**src/rtl/id_issue_unit_if.sv**
```systemverilog
// rtl/id_issue_unit_if.sv - IF/ID consume handshake and ID/EX issue fields of the issue stage
interface id_issue_unit_if;
    logic [31:0] instr;
    logic        instr_valid;
    logic        instr_ready;
    logic        flush;
    logic [4:0]  OpCode;
    logic [8:0]  Rd;
    logic [8:0]  Rs;
    logic [8:0]  Rt;
    logic [26:0] Dir;
    logic        issue_valid;
    logic [15:0] stall_cnt;

    modport master (
        output instr, instr_valid, flush,
        input  instr_ready, OpCode, Rd, Rs, Rt, Dir, issue_valid, stall_cnt
    );

    modport slave (
        input  instr, instr_valid, flush,
        output instr_ready, OpCode, Rd, Rs, Rt, Dir, issue_valid, stall_cnt
    );
endinterface

```
**src/rtl/id_issue_unit.sv**
```systemverilog
// rtl/id_issue_unit.sv - decode/issue stage with write scoreboard, bubble insertion and fetch back-pressure
// Optional: define ID_ISSUE_FORWARD_EN to limit RAW stalls to the single load-use bubble.
module id_issue_unit #(
    parameter int          SB_ENTRIES = 4,
    parameter int          WB_LAT     = 3,
    parameter logic [31:0] WR_MASK    = 32'h0000_FFFE,
    parameter logic [31:0] RS_MASK    = 32'h0000_FFFE,
    parameter logic [31:0] RT_MASK    = 32'h0000_0FFE,
    parameter logic [31:0] LOAD_MASK  = 32'h0000_1000
) (
    input  logic           clk,
    input  logic           rst_n,
    id_issue_unit_if.slave bus
);
    localparam int         IDX_W   = (SB_ENTRIES > 1) ? $clog2(SB_ENTRIES) : 1;
    localparam logic [3:0] WB_LAT4 = 4'(WB_LAT);

    logic [4:0] op;
    logic [8:0] rd, rs, rt;
    logic       wr, rs_rd, rt_rd;

    logic [SB_ENTRIES-1:0] sb_valid;
    logic [SB_ENTRIES-1:0] sb_load;
    logic [8:0]            sb_rd  [SB_ENTRIES];
    logic [3:0]            sb_cnt [SB_ENTRIES];

    logic             hazard, any_free, full, raw, issue, alloc;
    logic [IDX_W-1:0] alloc_idx;
    logic [15:0]      stall_q;

    assign op    = bus.instr[31:27];
    assign rd    = bus.instr[26:18];
    assign rs    = bus.instr[17:9];
    assign rt    = bus.instr[8:0];
    assign wr    = WR_MASK[op] && (rd != 9'd0);
    assign rs_rd = RS_MASK[op] && (rs != 9'd0);
    assign rt_rd = RT_MASK[op] && (rt != 9'd0);

    // Downward scan so the lowest free slot is the last one recorded.
    always_comb begin
        hazard    = 1'b0;
        any_free  = 1'b0;
        raw       = 1'b0;
        alloc_idx = '0;
        for (int i = SB_ENTRIES - 1; i >= 0; i--) begin
            if (!sb_valid[i]) begin
                any_free  = 1'b1;
                alloc_idx = IDX_W'(i);
            end else begin
                raw = (rs_rd && (sb_rd[i] == rs)) || (rt_rd && (sb_rd[i] == rt));
`ifdef ID_ISSUE_FORWARD_EN
                raw = raw && sb_load[i] && (sb_cnt[i] == WB_LAT4);
`endif
                if (raw || (wr && (sb_rd[i] == rd)))
                    hazard = 1'b1;
            end
        end
    end

    assign full            = wr && !any_free;
    assign bus.instr_ready = !bus.instr_valid || (!hazard && !full && !bus.flush);
    assign issue           = bus.instr_valid && bus.instr_ready;
    assign alloc           = issue && wr;
    assign bus.stall_cnt   = stall_q;

    always_ff @(posedge clk or negedge rst_n) begin
        if (!rst_n) begin
            bus.OpCode      <= '0;
            bus.Rd          <= '0;
            bus.Rs          <= '0;
            bus.Rt          <= '0;
            bus.Dir         <= '0;
            bus.issue_valid <= 1'b0;
        end else if (issue) begin
            bus.OpCode      <= op;
            bus.Rd          <= rd;
            bus.Rs          <= rs;
            bus.Rt          <= rt;
            bus.Dir         <= bus.instr[26:0];
            bus.issue_valid <= 1'b1;
        end else begin
            bus.OpCode      <= '0;
            bus.Rd          <= '0;
            bus.Rs          <= '0;
            bus.Rt          <= '0;
            bus.Dir         <= '0;
            bus.issue_valid <= 1'b0;
        end
    end

    always_ff @(posedge clk or negedge rst_n) begin
        if (!rst_n) begin
            stall_q <= '0;
        end else if (bus.instr_valid && !bus.flush && (hazard || full) && (stall_q != 16'hFFFF)) begin
            stall_q <= stall_q + 16'd1;
        end
    end

    // A slot freeing this edge is invisible to alloc_idx, which sees pre-edge state.
    always_ff @(posedge clk or negedge rst_n) begin
        if (!rst_n) begin
            sb_valid <= '0;
            sb_load  <= '0;
            for (int i = 0; i < SB_ENTRIES; i++) begin
                sb_rd[i]  <= '0;
                sb_cnt[i] <= '0;
            end
        end else begin
            for (int i = 0; i < SB_ENTRIES; i++) begin
                if (alloc && (IDX_W'(i) == alloc_idx)) begin
                    sb_valid[i] <= 1'b1;
                    sb_rd[i]    <= rd;
                    sb_load[i]  <= LOAD_MASK[op];
                    sb_cnt[i]   <= WB_LAT4;
                end else if (sb_valid[i]) begin
                    if (sb_cnt[i] == 4'd1)
                        sb_valid[i] <= 1'b0;
                    sb_cnt[i] <= sb_cnt[i] - 4'd1;
                end
            end
        end
    end
endmodule

```
**src/flat_wrapper.sv**
```systemverilog
// flat-port wrapper written by rule: the top's interface ports become plain ports
module id_issue_unit_flat 
#(
    parameter int          SB_ENTRIES = 4,
    parameter int          WB_LAT     = 3,
    parameter logic [31:0] WR_MASK    = 32'h0000_FFFE,
    parameter logic [31:0] RS_MASK    = 32'h0000_FFFE,
    parameter logic [31:0] RT_MASK    = 32'h0000_0FFE,
    parameter logic [31:0] LOAD_MASK  = 32'h0000_1000
)
  (clk, rst_n, bus_instr, bus_instr_valid, bus_flush, bus_instr_ready, bus_OpCode, bus_Rd, bus_Rs, bus_Rt, bus_Dir, bus_issue_valid, bus_stall_cnt);
  id_issue_unit_if bus_i ();
  input  logic clk;
  input  logic rst_n;
  input wire logic [$bits(bus_i.instr)-1:0] bus_instr;
  input wire logic [$bits(bus_i.instr_valid)-1:0] bus_instr_valid;
  input wire logic [$bits(bus_i.flush)-1:0] bus_flush;
  output wire logic [$bits(bus_i.instr_ready)-1:0] bus_instr_ready;
  output wire logic [$bits(bus_i.OpCode)-1:0] bus_OpCode;
  output wire logic [$bits(bus_i.Rd)-1:0] bus_Rd;
  output wire logic [$bits(bus_i.Rs)-1:0] bus_Rs;
  output wire logic [$bits(bus_i.Rt)-1:0] bus_Rt;
  output wire logic [$bits(bus_i.Dir)-1:0] bus_Dir;
  output wire logic [$bits(bus_i.issue_valid)-1:0] bus_issue_valid;
  output wire logic [$bits(bus_i.stall_cnt)-1:0] bus_stall_cnt;
  assign bus_i.instr = bus_instr;
  assign bus_i.instr_valid = bus_instr_valid;
  assign bus_i.flush = bus_flush;
  assign bus_instr_ready = bus_i.instr_ready;
  assign bus_OpCode = bus_i.OpCode;
  assign bus_Rd = bus_i.Rd;
  assign bus_Rs = bus_i.Rs;
  assign bus_Rt = bus_i.Rt;
  assign bus_Dir = bus_i.Dir;
  assign bus_issue_valid = bus_i.issue_valid;
  assign bus_stall_cnt = bus_i.stall_cnt;
  id_issue_unit #(.SB_ENTRIES(SB_ENTRIES), .WB_LAT(WB_LAT), .WR_MASK(WR_MASK), .RS_MASK(RS_MASK), .RT_MASK(RT_MASK), .LOAD_MASK(LOAD_MASK)) u_core (.clk(clk), .rst_n(rst_n), .bus(bus_i));
endmodule
```
**config.mk**
```make
export PLATFORM = sky130hd
export DESIGN_NAME = id_issue_unit_flat
export DESIGN_NICKNAME = d
export VERILOG_FILES = /design/src/rtl/id_issue_unit_if.sv /design/src/rtl/id_issue_unit.sv /design/src/flat_wrapper.sv
export SDC_FILE = /design/constraint.sdc
export NUM_CORES = 1
export LEC_CHECK = 0
export BUFFER_PORTS_ARGS = -buffer_cell sky130_fd_sc_hd__buf_2
export CAP_MARGIN = 5
export CORE_AREA = 3 3 108 110
export CTS_BUF_LIST = sky130_fd_sc_hd__clkbuf_16
export DETAILED_ROUTE_END_ITERATION = 10
export DIE_AREA = 0 0 111 113
export GPL_TIMING_DRIVEN = 0
export HOLD_SLACK_MARGIN = 0.08
export PLACE_DENSITY = 0.78
export SLEW_MARGIN = 10
export SYNTH_ARGS = -nofsm -noshare
export SYNTH_HDL_FRONTEND = slang
export SYNTH_SLANG_ARGS = --single-unit
export TNS_END_PERCENT = 1
```
**constraint.sdc**
```tcl
create_clock -name clk -period 3.95 [get_ports clk]
set_clock_uncertainty 0.05 [all_clocks]
set_input_delay 0.395 -clock clk [delete_from_list [all_inputs] [get_ports clk]]
set_output_delay 0.395 -clock clk [all_outputs]
set_load 0.005 [all_outputs]
```
==> impl_results.md <==
- Slowest CP cell: a2111oi_1
- Hold Path Sink: u_core.bus.OpCode[1]$_DFF_PN0_
- RSZ-0062 raised after global routing: no
- Pleak: 3.33 nW
- Max-cap viol count: 0
- Worst-case reg-to-reg path depth: 9
- YS warnings: 0
- DR vias/cell: 5.57
- ANT nets after route: 0
- Crit path arrival time: 3.24 ns
- Final hold violations: 0
- Clock Latency Late Sink: 0.35 ns
- Largest net degree at the start of global routing: 62
- Port Buf Inserts: 85
- Grt ovf: 0
- Clk slew on worst S/H paths: 0.07 ns
- Die width: 111 microns
- R2r startpoint: u_core.sb_rd[11]$_DFFE_PN0P_
- Number of global-route vias before repair: 4,524
- Area Overhead vs Synth: 15.4%
- Max-slew headroom: 38.6%
- Asr flop ratio synth: 100%
- Die H: 113 microns
- Critical path type: in -> out
- Final-layout fill cell count: 885
- Crit Reg-Reg Endpoint: u_core.sb_rd[7]$_DFFE_PN0P_
- Hold Path Cell Cnt: 2
- F_max: 0.272 GHz
- Crit path max fanout: 10
- DR iter-0 viols: 210
- Vias: 4,380
- Layout cells sized above 1: 21.6%
- Crit-path cells: clkbuf_1 -> or4_1 -> nor4_1 -> a2111oi_1 -> and4_1 -> o31ai_2 -> nand2_2 -> clkbuf_1 -> o21ai_1 -> buf_2
- CTS Root Cell: clkbuf_16
- Netlist cell types: 44
- Drc violations: 0
- Critical path required time: 3.50 ns
- Final Critical Period: 3.68 ns
- VDD IR max: 277 uV
- Period utilization: 93.2%
- Hold crit path type: in -> reg
- Syn_nets: 590
- TNS Setup: 0 ns
- Post-CTS setup-driven buffer insertion count: 0
- Multi-input gate area: 2830 sq um
- Nets: 688
- I/O Pins: 113
- N_diodes: 0
- Die Footprint: 12,500 sq um
- Initial Utilization: 54.3%
- WP buf/inv: 3
- Setup crit start kind: input pin
- Core Box Area: 10,800 sq um
- Clock Sinks: 105
- Initial DRT Pass Iterations: 4
- CTS Buffer Depth: 2
- CP Capture Type: primary output
- Synth Instances: 545
- Row Count: 38
- Wire length per cell: 18.2 microns
- Final Max Slew Viols: 0
- TritonCTS clock tree: yes
- Flops & latches, synth: 105
- Global-route wire length before repair: 23,300 microns
- HP Start: bus_instr[28]
- Crit path top cell by count: clkbuf_1
- Final setup violation count: 0
- Dpl hpwl: 10,200 microns
- PD cells: 515 nW/um^2
- Mapped Area: 5860 sq um
- Post-synth EDFFs: 0
- H-tree depth: 3
- Largest delay contributor family on the critical path: compound AO/OA/AOI/OAI gates
- Register area: 2630 sq um
- Placer Congestion: 0.959
- Cell count along the critical path: 10
- Worst path max stage delay: 0.82 ns
- Status: complete, no violations
- FF-to-FF setup slack: 0.97 ns
- Antenna violations before repair: 0
- Ys flop type: dfrtp_1
- Post-Syn Area per Cell: 10.7 sq um
- GRT Util Overall: 23.5%
- Worst-margin pin slew: 0.919 ns
- Sequential share of the synthesized area: 44.9%
- Final hold slack: 0.227 ns
- TritonCTS Buffers: 9
- Drt total wl: 14,400 microns
-- what timing repair did --
| action | CTS | global route |
|---|---|---|
| hold endpoints to repair | 44 | 0 |
| resized for setup | 0 | 0 |
| hold buffers | 1 | 0 |
-- flip-flops by register name, summed over array words and instances, names as in the netlist --
signal,count
u_core.sb_rd,36
u_core.bus.stall_cnt,16
u_core.sb_cnt,16
u_core.bus.Rd,8
u_core.bus.Rs,8
u_core.bus.Rt,8
u_core.bus.OpCode,5
u_core.sb_valid,4
u_core.bus.Dir,3
u_core.bus.issue_valid,1
-- synth_stat cells, drive strengths merged (11+ instances only) --
master / instances / share of area [%]
buf: 35 / 4.2
nand2: 22 / 1.5
nand4: 22 / 2.3
nor4: 24 / 2.8
and2: 35 / 3.7
nor2: 14 / 0.90
mux2: 38 / 7.3
xor2: 79 / 12
dfrtp: 105 / 45
clkbuf: 32 / 2.1
nand3: 11 / 0.94
xnor2: 52 / 7.8
-- logic make-up after synthesis --
logic type               count (synthesis)  synth area share [%]
AND/OR/NAND/NOR                        167                  16.8
buffers and inverters                   75                  6.77
flip-flops                             105                  44.9
AO/OA/AOI/OAI                           20                  2.78
adder cells (fa/ha/maj)                  9                  1.92
multiplexers                            38                  7.31
XOR/XNOR                               131                  19.6
-- layout make-up --
cell class / count / area share [%]
multi-input combinational: 365 / 41.9
sequential: 105 / 38.9
timing repair buffer: 87 / 6.88
buffer: 67 / 5.42
clock buffer: 9 / 3.33
tap: 140 / 2.59
clock inverter: 6 / 0.555
inverter: 8 / 0.444
-- routing by layer --
metal | wire [microns] | part of all wire [%] | track usage (%)
met1 | 5870 | 41 | 28.9
met2 | 6880 | 48 | 39.8
met3 | 1280 | 8.9 | 7.01
met4 | 314 | 2.2 | 8.21
met5 | 0 | 0 | 0
-- where the power goes --
group          internal [mW]  switching [mW]  total (mW)
clock network          0.421           0.394       0.814
logic                  0.508           0.486       0.994
registers               1.33           0.343        1.67
-- cell usage in the layout, fill, tap and decap left out, types with 5 or more instances in the layout --
cell and instances:
dfrtp_1 105, buf_2 86, xor2_1 79, xnor2_1 52, mux2_1 37, and2_1 35
clkbuf_1 32, buf_4 31, nor4_1 23, nand4_1 22, nand2_1 21, nor2_1 14
nand3_1 11, inv_1 9, and3_1 9, ha_1 9, clkbuf_16 9, nor3_1 7
nand2b_1 6, and4_1 5
-- metrics by stage --
| stage | area, sq um | util (%) | instances | power, mW | worst slack (ns) |
|---|---|---|---|---|---|
| finish | 6760 | 62.6 | 787 | 3.48 | 0.270 |
| global route | 6760 | 62.6 | 787 | 3.69 | 0.130 |
| CTS | 6760 | 62.6 | 787 | 3.48 | 0.0620 |
| detailed placement | 6490 | 60.1 | 771 | 2.66 | 0.00841 |
| global placement | 6460 | 59.8 | 770 | 2.58 | 0.0843 |
| floorplan | 5860 | - | 545 | 2.37 | 0.807 |
-- worst reg2reg max path, cell delays in order (launching register included) --
cell and delay [ns]:
dfrtp_1 0.43, xor2_1 0.21, nor4_1 0.08, and3_1 0.19, a32o_1 0.28, a2111oi_4 0.29
nand2_2 0.24, nor3_2 0.46, buf_4 0.26, mux2_1 0.36
-- worst max path at each step --
stage | to | slack, ns | startpoint
5_1_grt | bus_instr_ready | 0.13 | bus_instr[5]
2_1_floorplan | u_core.sb_rd[10]$_DFFE_PN0P_ | 0.81 | bus_instr[2]
6_report | bus_instr_ready | 0.27 | bus_instr[5]
4_1_cts | bus_instr_ready | 0.06 | bus_instr[5]
3_5_place_dp | u_core.sb_rd[31]$_DFFE_PN0P_ | 0.008 | bus_instr[5]
3_3_place_gp | u_core.sb_rd[30]$_DFFE_PN0P_ | 0.08 | bus_instr[5]
No activity file was read; power rests on OpenSTA's default activity.
